--- config.mk ---
export PLATFORM = sky130hd
export DESIGN_NAME = frame_scheduler
export DESIGN_NICKNAME = d
export VERILOG_FILES = /design/src/rtl/frame_scheduler.sv
export SDC_FILE = /design/constraint.sdc
export NUM_CORES = 1
export LEC_CHECK = 0
export CAP_MARGIN = 20
export CORE_MARGIN = 10
export CORE_UTILIZATION = 31
export CTS_CLUSTER_SIZE = 8
export DETAILED_ROUTE_END_ITERATION = 8
export PLACE_DENSITY = 0.52
export REMOVE_ABC_BUFFERS = 1
export SETUP_SLACK_MARGIN = 0.15
export SYNTH_ARGS = -nofsm -noshare
export SYNTH_HDL_FRONTEND = slang
export SYNTH_SLANG_ARGS = --single-unit
--- constraint.sdc ---
create_clock -name clk -period 5.8 [get_ports clk]
set_input_delay 0.87 -clock clk [delete_from_list [all_inputs] [get_ports clk]]
set_output_delay 0.87 -clock clk [all_outputs]
set_load 0.005 [all_outputs]
--- src/rtl/frame_scheduler.sv ---
// frame_scheduler: runs the enabled per-frame game-logic tasks one after
// another on each vsync rising edge, with per-task timeout, overrun detection
// and a completed-frame counter.
// Optional feature: define FRAME_SCHED_DIVIDER_EN to add the frame_div input,
// which launches a sequence only on every (frame_div+1)th qualifying edge.
module frame_scheduler #(
    parameter int N_TASKS        = 4,
    parameter int TIMEOUT_CYCLES = 4096,
    parameter int FC_WIDTH       = 16
) (
    input  logic                clk,
    input  logic                clear_n,
    input  logic                vsync,
    input  logic                enable,
    input  logic [N_TASKS-1:0]  task_mask,
    input  logic [N_TASKS-1:0]  task_done,
    input  logic                clear_err,
`ifdef FRAME_SCHED_DIVIDER_EN
    input  logic [3:0]          frame_div,
`endif
    output logic [N_TASKS-1:0]  task_start,
    output logic                busy,
    output logic [FC_WIDTH-1:0] frame_count,
    output logic [N_TASKS-1:0]  timeout_err,
    output logic                overrun
);

    localparam int IDX_W   = (N_TASKS > 1) ? $clog2(N_TASKS) : 1;
    localparam int TIMER_W = $clog2(TIMEOUT_CYCLES);

    localparam logic [IDX_W-1:0]   IDX_LAST  = IDX_W'(N_TASKS - 1);
    localparam logic [TIMER_W-1:0] TIMER_MAX = TIMER_W'(TIMEOUT_CYCLES - 1);

    typedef enum logic [1:0] {
        IDLE,
        ISSUE,
        WAIT,
        FINISH
    } state_e;

    state_e               state_q, state_d;
    logic [IDX_W-1:0]     idx_q, idx_d;
    logic [TIMER_W-1:0]   timer_q, timer_d;
    logic [FC_WIDTH-1:0]  frame_count_q, frame_count_d;
    logic [N_TASKS-1:0]   timeout_err_q, timeout_err_d;
    logic                 overrun_q, overrun_d;
    logic                 vsync_q;   // vsync delayed by one cycle
    logic                 armed_q, armed_d;
`ifdef FRAME_SCHED_DIVIDER_EN
    logic [3:0]           edge_cnt_q, edge_cnt_d;
`endif

    logic                 vsync_edge;
    logic                 launch;
    logic                 advance;
    logic [N_TASKS-1:0]   timeout_set;

    // Rising-edge detect. armed_q stays low until vsync has been seen low
    // after reset, so a vsync already high at release is not an edge.
    assign vsync_edge = vsync & ~vsync_q & armed_q;
    assign armed_d    = armed_q | ~vsync;

    // Next-state logic for the sequencer, counters and sticky error flags.
    always_comb begin
        // NOTE: every signal gets a default first so no path can infer a latch.
        state_d       = state_q;
        idx_d         = idx_q;
        timer_d       = timer_q;
        frame_count_d = frame_count_q;
        launch        = 1'b0;
        advance       = 1'b0;
        timeout_set   = '0;
`ifdef FRAME_SCHED_DIVIDER_EN
        edge_cnt_d    = edge_cnt_q;
`endif

        case (state_q)
            IDLE: begin
                if (vsync_edge && enable) begin
`ifdef FRAME_SCHED_DIVIDER_EN
                    if (edge_cnt_q == frame_div) begin
                        launch     = 1'b1;
                        edge_cnt_d = '0;
                    end else begin
                        edge_cnt_d = edge_cnt_q + 4'd1;
                    end
`else
                    launch = 1'b1;
`endif
                end
                if (launch) begin
                    idx_d   = '0;
                    state_d = ISSUE;
                end
            end
            ISSUE: begin
                if (task_mask[idx_q]) begin
                    timer_d = '0;
                    state_d = WAIT;
                end else begin
                    advance = 1'b1;
                end
            end
            WAIT: begin
                if (task_done[idx_q]) begin
                    advance = 1'b1;
                end else if (timer_q == TIMER_MAX) begin
                    timeout_set[idx_q] = 1'b1;
                    advance            = 1'b1;
                end else begin
                    timer_d = timer_q + 1'b1;
                end
            end
            FINISH: begin
                frame_count_d = frame_count_q + 1'b1;
                state_d       = IDLE;
            end
            default: state_d = IDLE;
        endcase

        if (advance) begin
            if (idx_q == IDX_LAST) begin
                state_d = FINISH;
            end else begin
                idx_d   = idx_q + 1'b1;
                state_d = ISSUE;
            end
        end

        // Sticky flags: a clear drops old bits, a same-cycle set still lands.
        timeout_err_d = (clear_err ? '0 : timeout_err_q) | timeout_set;
        overrun_d     = (clear_err ? 1'b0 : overrun_q)
                      | (vsync_edge & enable & (state_q != IDLE));
    end

    // State registers with asynchronous clear.
    always_ff @(posedge clk or negedge clear_n) begin
        if (!clear_n) begin
            state_q       <= IDLE;
            idx_q         <= '0;
            timer_q       <= '0;
            frame_count_q <= '0;
            timeout_err_q <= '0;
            overrun_q     <= 1'b0;
            vsync_q       <= 1'b0;
            armed_q       <= 1'b0;
`ifdef FRAME_SCHED_DIVIDER_EN
            edge_cnt_q    <= '0;
`endif
        end else begin
            // NOTE: non-blocking assignments so every flop samples pre-edge values.
            state_q       <= state_d;
            idx_q         <= idx_d;
            timer_q       <= timer_d;
            frame_count_q <= frame_count_d;
            timeout_err_q <= timeout_err_d;
            overrun_q     <= overrun_d;
            vsync_q       <= vsync;
            armed_q       <= armed_d;
`ifdef FRAME_SCHED_DIVIDER_EN
            edge_cnt_q    <= edge_cnt_d;
`endif
        end
    end

    // Start pulse is a decode of the registered state: one cycle, one-hot.
    always_comb begin
        task_start = '0;
        if (state_q == ISSUE) begin
            task_start[idx_q] = task_mask[idx_q];
        end
    end

    assign busy        = (state_q != IDLE);
    assign frame_count = frame_count_q;
    assign timeout_err = timeout_err_q;
    assign overrun     = overrun_q;

endmodule

Yosys cells after proc, flatten, opt, wreduce, memory -nomap -nowiden. Index checks and enable logic that the tools add are counted. Widths: inputs -> output; s select.

Word-level logic and storage cells: 72. Output and inout port bits: 26. Flip-flop bits (word level): 39. Input bits: 13.

Mux-type cells: 31. Eq/ne operators: 10. Reductions and logical operators: 8. Add/sub/neg operators: 3. Order comparisons: 2. Bitwise logic cells: 10.

Operators by type and width (number): $mux 12 (3); $pmux 12 s2 (1); $mux 4 (5); $add 16x1->16 const B (1); $mux 2 (8); $add 12x1->12 const B (1); $eq 12x12->1 const B (1); $mux 1 (9); $eq 2x2->1 const B (3); $ne 2x2->1 const B (3); $ne 3x3->1 const B (2); $pmux 2 s3 (1); $and 1x1->1 (4); $and 4x4->4 (1); $bmux 1 s2 (2); $or 4x4->4 (1); $reduce_and 4->1 (1); $reduce_bool 2->1 (2); $reduce_bool 4->1 (1); $lt 2x3->1 const B (1); $reduce_and 3->1 (1); $add 2x1->2 const B (1); $demux 1 s2 (1); $eq 2x1->1 const B (1); 6 further kinds (9).

Longest topological paths before layout.
Depth in word-level cells: 10. Gate-level depth with buffers: 7. Mapped depth without buffers: 6.

Worst setup path before layout. OpenSTA, ideal clock, no wires.

Path kind: input to output. Start: input port task_mask[3]. End: output port task_start[0]. Slack: 3.314 ns. Cell stages on the path: 2. Arrival: 1.616 ns. Required time: 4.930 ns. Buffers on the path: 0. Path through: mux4_2 -> and3_1.

Longest elaborated chain between the ends: 4.

Ends and longest elaborated chain: start, declared (line 15) `input logic [N_TASKS-1:0] task_mask,`; $bmux 1 s2 (line 170) `task_start[idx_q] = task_mask[idx_q];`; $mux 1 (not written as such) (line 170); $and 4x4->4 (no source line); $mux 4 (line 169) `if (state_q == ISSUE) begin`; end, declared (line 21) `output logic [N_TASKS-1:0] task_start,`.

No other way between the ends. The select of a mux whose other input is x is not followed.

Worst setup path in the final report.
Start: input port task_mask[3]. End: output port task_start[2].

Same word-level chain as after synthesis.

==> impl_metrics.yaml <==
routing:
  met3_length_um: 324
  vias_per_cell: 5.301
  dr.pass1.iters: 4
  via_count: 1707
  met1_length_um: 2397
  top_layer_used: "met4"
  ant_nets: 0
  dr_wl_met2_um: 2204
  wire_per_inst_um: 15.44
  drc: 0
  totalWireLength_um: 4971
  first_iter_violations: 84
synth:
  synth-seq-cells: 39
  synth_area_leaders: "dfrtp_1 (46%), ha_1 (5.9%), xnor2_1 (3.3%)"
  synth-edff-count: 0
  ys.flop_type: "dfrtp_1"
  synth_top_area_frac: 0.4610
  synth-xor-area-share: 0.06206
  yosysTopAreaCell: "dfrtp_1"
  syn_area_per_cell_um2: 10.59
  synth.most_common_cell: "dfrtp_1"
  synth_seq_area_share: 0.4610
  syn-cell-area_um2: 2117
  synth_top_family_by_area: "simple AND/OR/NAND/NOR gates"
  yosysUniqueCellTypes: 40
  yosys-top-cells-count: "dfrtp_1 (39), inv_1 (12), nand2_1 (12)"
  synthSimpleGateAreaFrac: 0.1832
  yosys-mux-area-fraction: 0.05851
  synth_compound_area_frac: 0.1478
  yosysWarnings: 0
  syn_inst: 200
  synthAdderAreaFrac: 0.05910
  async_reset_ff_frac: 1.000
clock_tree:
  insertion_delay_ns: 0.29
  cts_tree: "yes"
  cts_root_buf: "clkbuf_8"
  htree_num_levels: 2
  clockBufferDepth: 2
  cts_resized: 0
  clkSinkCount: 39
  cts.clk_slew.worst_paths_ns: 0.08
  cts_setup_buffers: 0
  cts_made_buffers: 5
  postCtsHoldBufs: 0
final_layout:
  antennaDiodeCount: 0
  layout-drive-gt1-share: 0.08264
  final_cell_area_um2: 2690
  final_cells: 322
  nets: 264
  area_growth_pct: 27.07
power_and_ir_drop:
  powerDensity_nw_per_um2: 367.9
  vdd_drop_max_v: 0.0001766
  power_leakage_nw: 1.125
  finalPower_uw: 989.6
floorplan:
  die_h_um: 102.6
  initial_core_util: 0.3151
  rows: 30
  core_area_um2: 6719
  top_level_ports: 39
  dieArea_um2: 10540
  die_width_um: 102.6
timing:
  setup_viol: 0
  max_freq_mhz: 295.3
  setup_tns_ns: 0
  rsz0062_at_grt: "no"
  timing.final.hold_violations: 0
  fin_crit_ns: 3.386
  maxSlewHeadroom: 0.3970
  fin_crit_sh: 0.5838
  setup_ws_ns: 2.414
  worst_pin_slew_ns: 0.9045
  finClkSkew_ns: 0.003630
  slew_viol_final: 0
placement:
  place_hpwl_um: 3645
  port_buffers: 38
  gp_congestion: 0.8270
  dpl_cell_area_um2: 2577
  dp_slack_ns: 2.416
  dp.cells: 314
global_route:
  grt-ovfl-total: 0
  grt_pass1_vias: 1754
  grt_use_total: 0.09958
  grt_max_degree: 40
  antenna_found_initial: 0
  grt_pass1_wl_um: 8431
worst_setup_path:
  cp-end-kind: "primary output"
  cp_max_fo: 8
  required_ns: 4.93
  r2r_cells: 6
  worstPathArrival_ns: 2.52
  r2r_slack_ns: 3.67
  start_kind: "primary input"
  criticalPathCategory: "primary input to primary output"
worst_hold_path:
  whs_path_depth: 1
  min_path_type: "flop to flop"
run_status:
  status: "finished, final reports clean"
flow_run:
  drv_cap: 0
-- flip-flops by register name, summed over array words and instances, names as in the netlist --
signal,flops
state_q,2
frame_count,16
vsync_q,1
idx_q,2
armed_q,1
timeout_err,4
overrun,1
timer_q,12
-- critical path, stage by stage --
cell and delay, ns:
clkdlybuf4s50_1 0.39, mux4_2 0.56, and3_1 0.24, clkdlybuf4s50_1 0.45
-- path summary, 6_finish.rpt --
check / end / from
setup reg to reg: idx_q[1]$_DFF_PN0_ / state_q[0]$_DFFE_PN0P_
max in group asynchronous: timer_q[9]$_DFFE_PN0P_ / clear_n
hold reg to reg: armed_q$_DFF_PN0_ / armed_q$_DFF_PN0_
min in group asynchronous: frame_count[13]$_DFFE_PN0P_ / clear_n
setup / recovery: task_start[2] / task_mask[3]
hold / removal: armed_q$_DFF_PN0_ / armed_q$_DFF_PN0_
-- logic make-up after synthesis --
logic type / Yosys count
and+or+nand+nor: 70
AOI/OAI and AO/OA: 41
DFF: 39
buffers and inverters: 16
xor gates and xnor gates: 15
adders and majority gates: 10
muxes: 9
-- cells in the final DEF, fill, tap and decap left out, types with 6 or more instances in the layout --
master            n
ha_1             10
inv_1            12
xnor2_1           8
nor4_1            8
and3_1            6
a41oi_1           6
nand2_1          12
a22o_1            7
nand4_1           7
clkdlybuf4s50_1  37
nand3_1           6
nor2_1           11
xor2_1            7
dfrtp_1          39
-- metrics by stage --
stage,hold WS [ns],utilization
finish,0.4637,0.4004
global route,0.4889,0.4004
CTS,0.4707,0.4004
detailed placement,0.4468,0.3836
global placement,0.4460,0.3836
floorplan,0.4264,-
-- per-layer routing --
metal	track usage	vias to the layer above
met5	0	-
met4	0.02928	0
met3	0.03418	6
met2	0.1560	37
met1	0.1263	834
li1	-	830
-- cell type report --
cell class                 count  area (µm²)
inverter                      12       45.04
sequential                    39       975.9
tap                           80       100.1
fill                         664        4029
clock inverter                 3       43.79
clock buffer                   5       68.82
timing repair buffer          38       375.4
multi-input combinational    145        1081
-- power breakdown --
group / switching [mW] / internal, mW
combinational: 0.208 / 0.187
clock: 0.103 / 0.128
sequential: 0.0496 / 0.314
(Power assumes the default switching activity.)
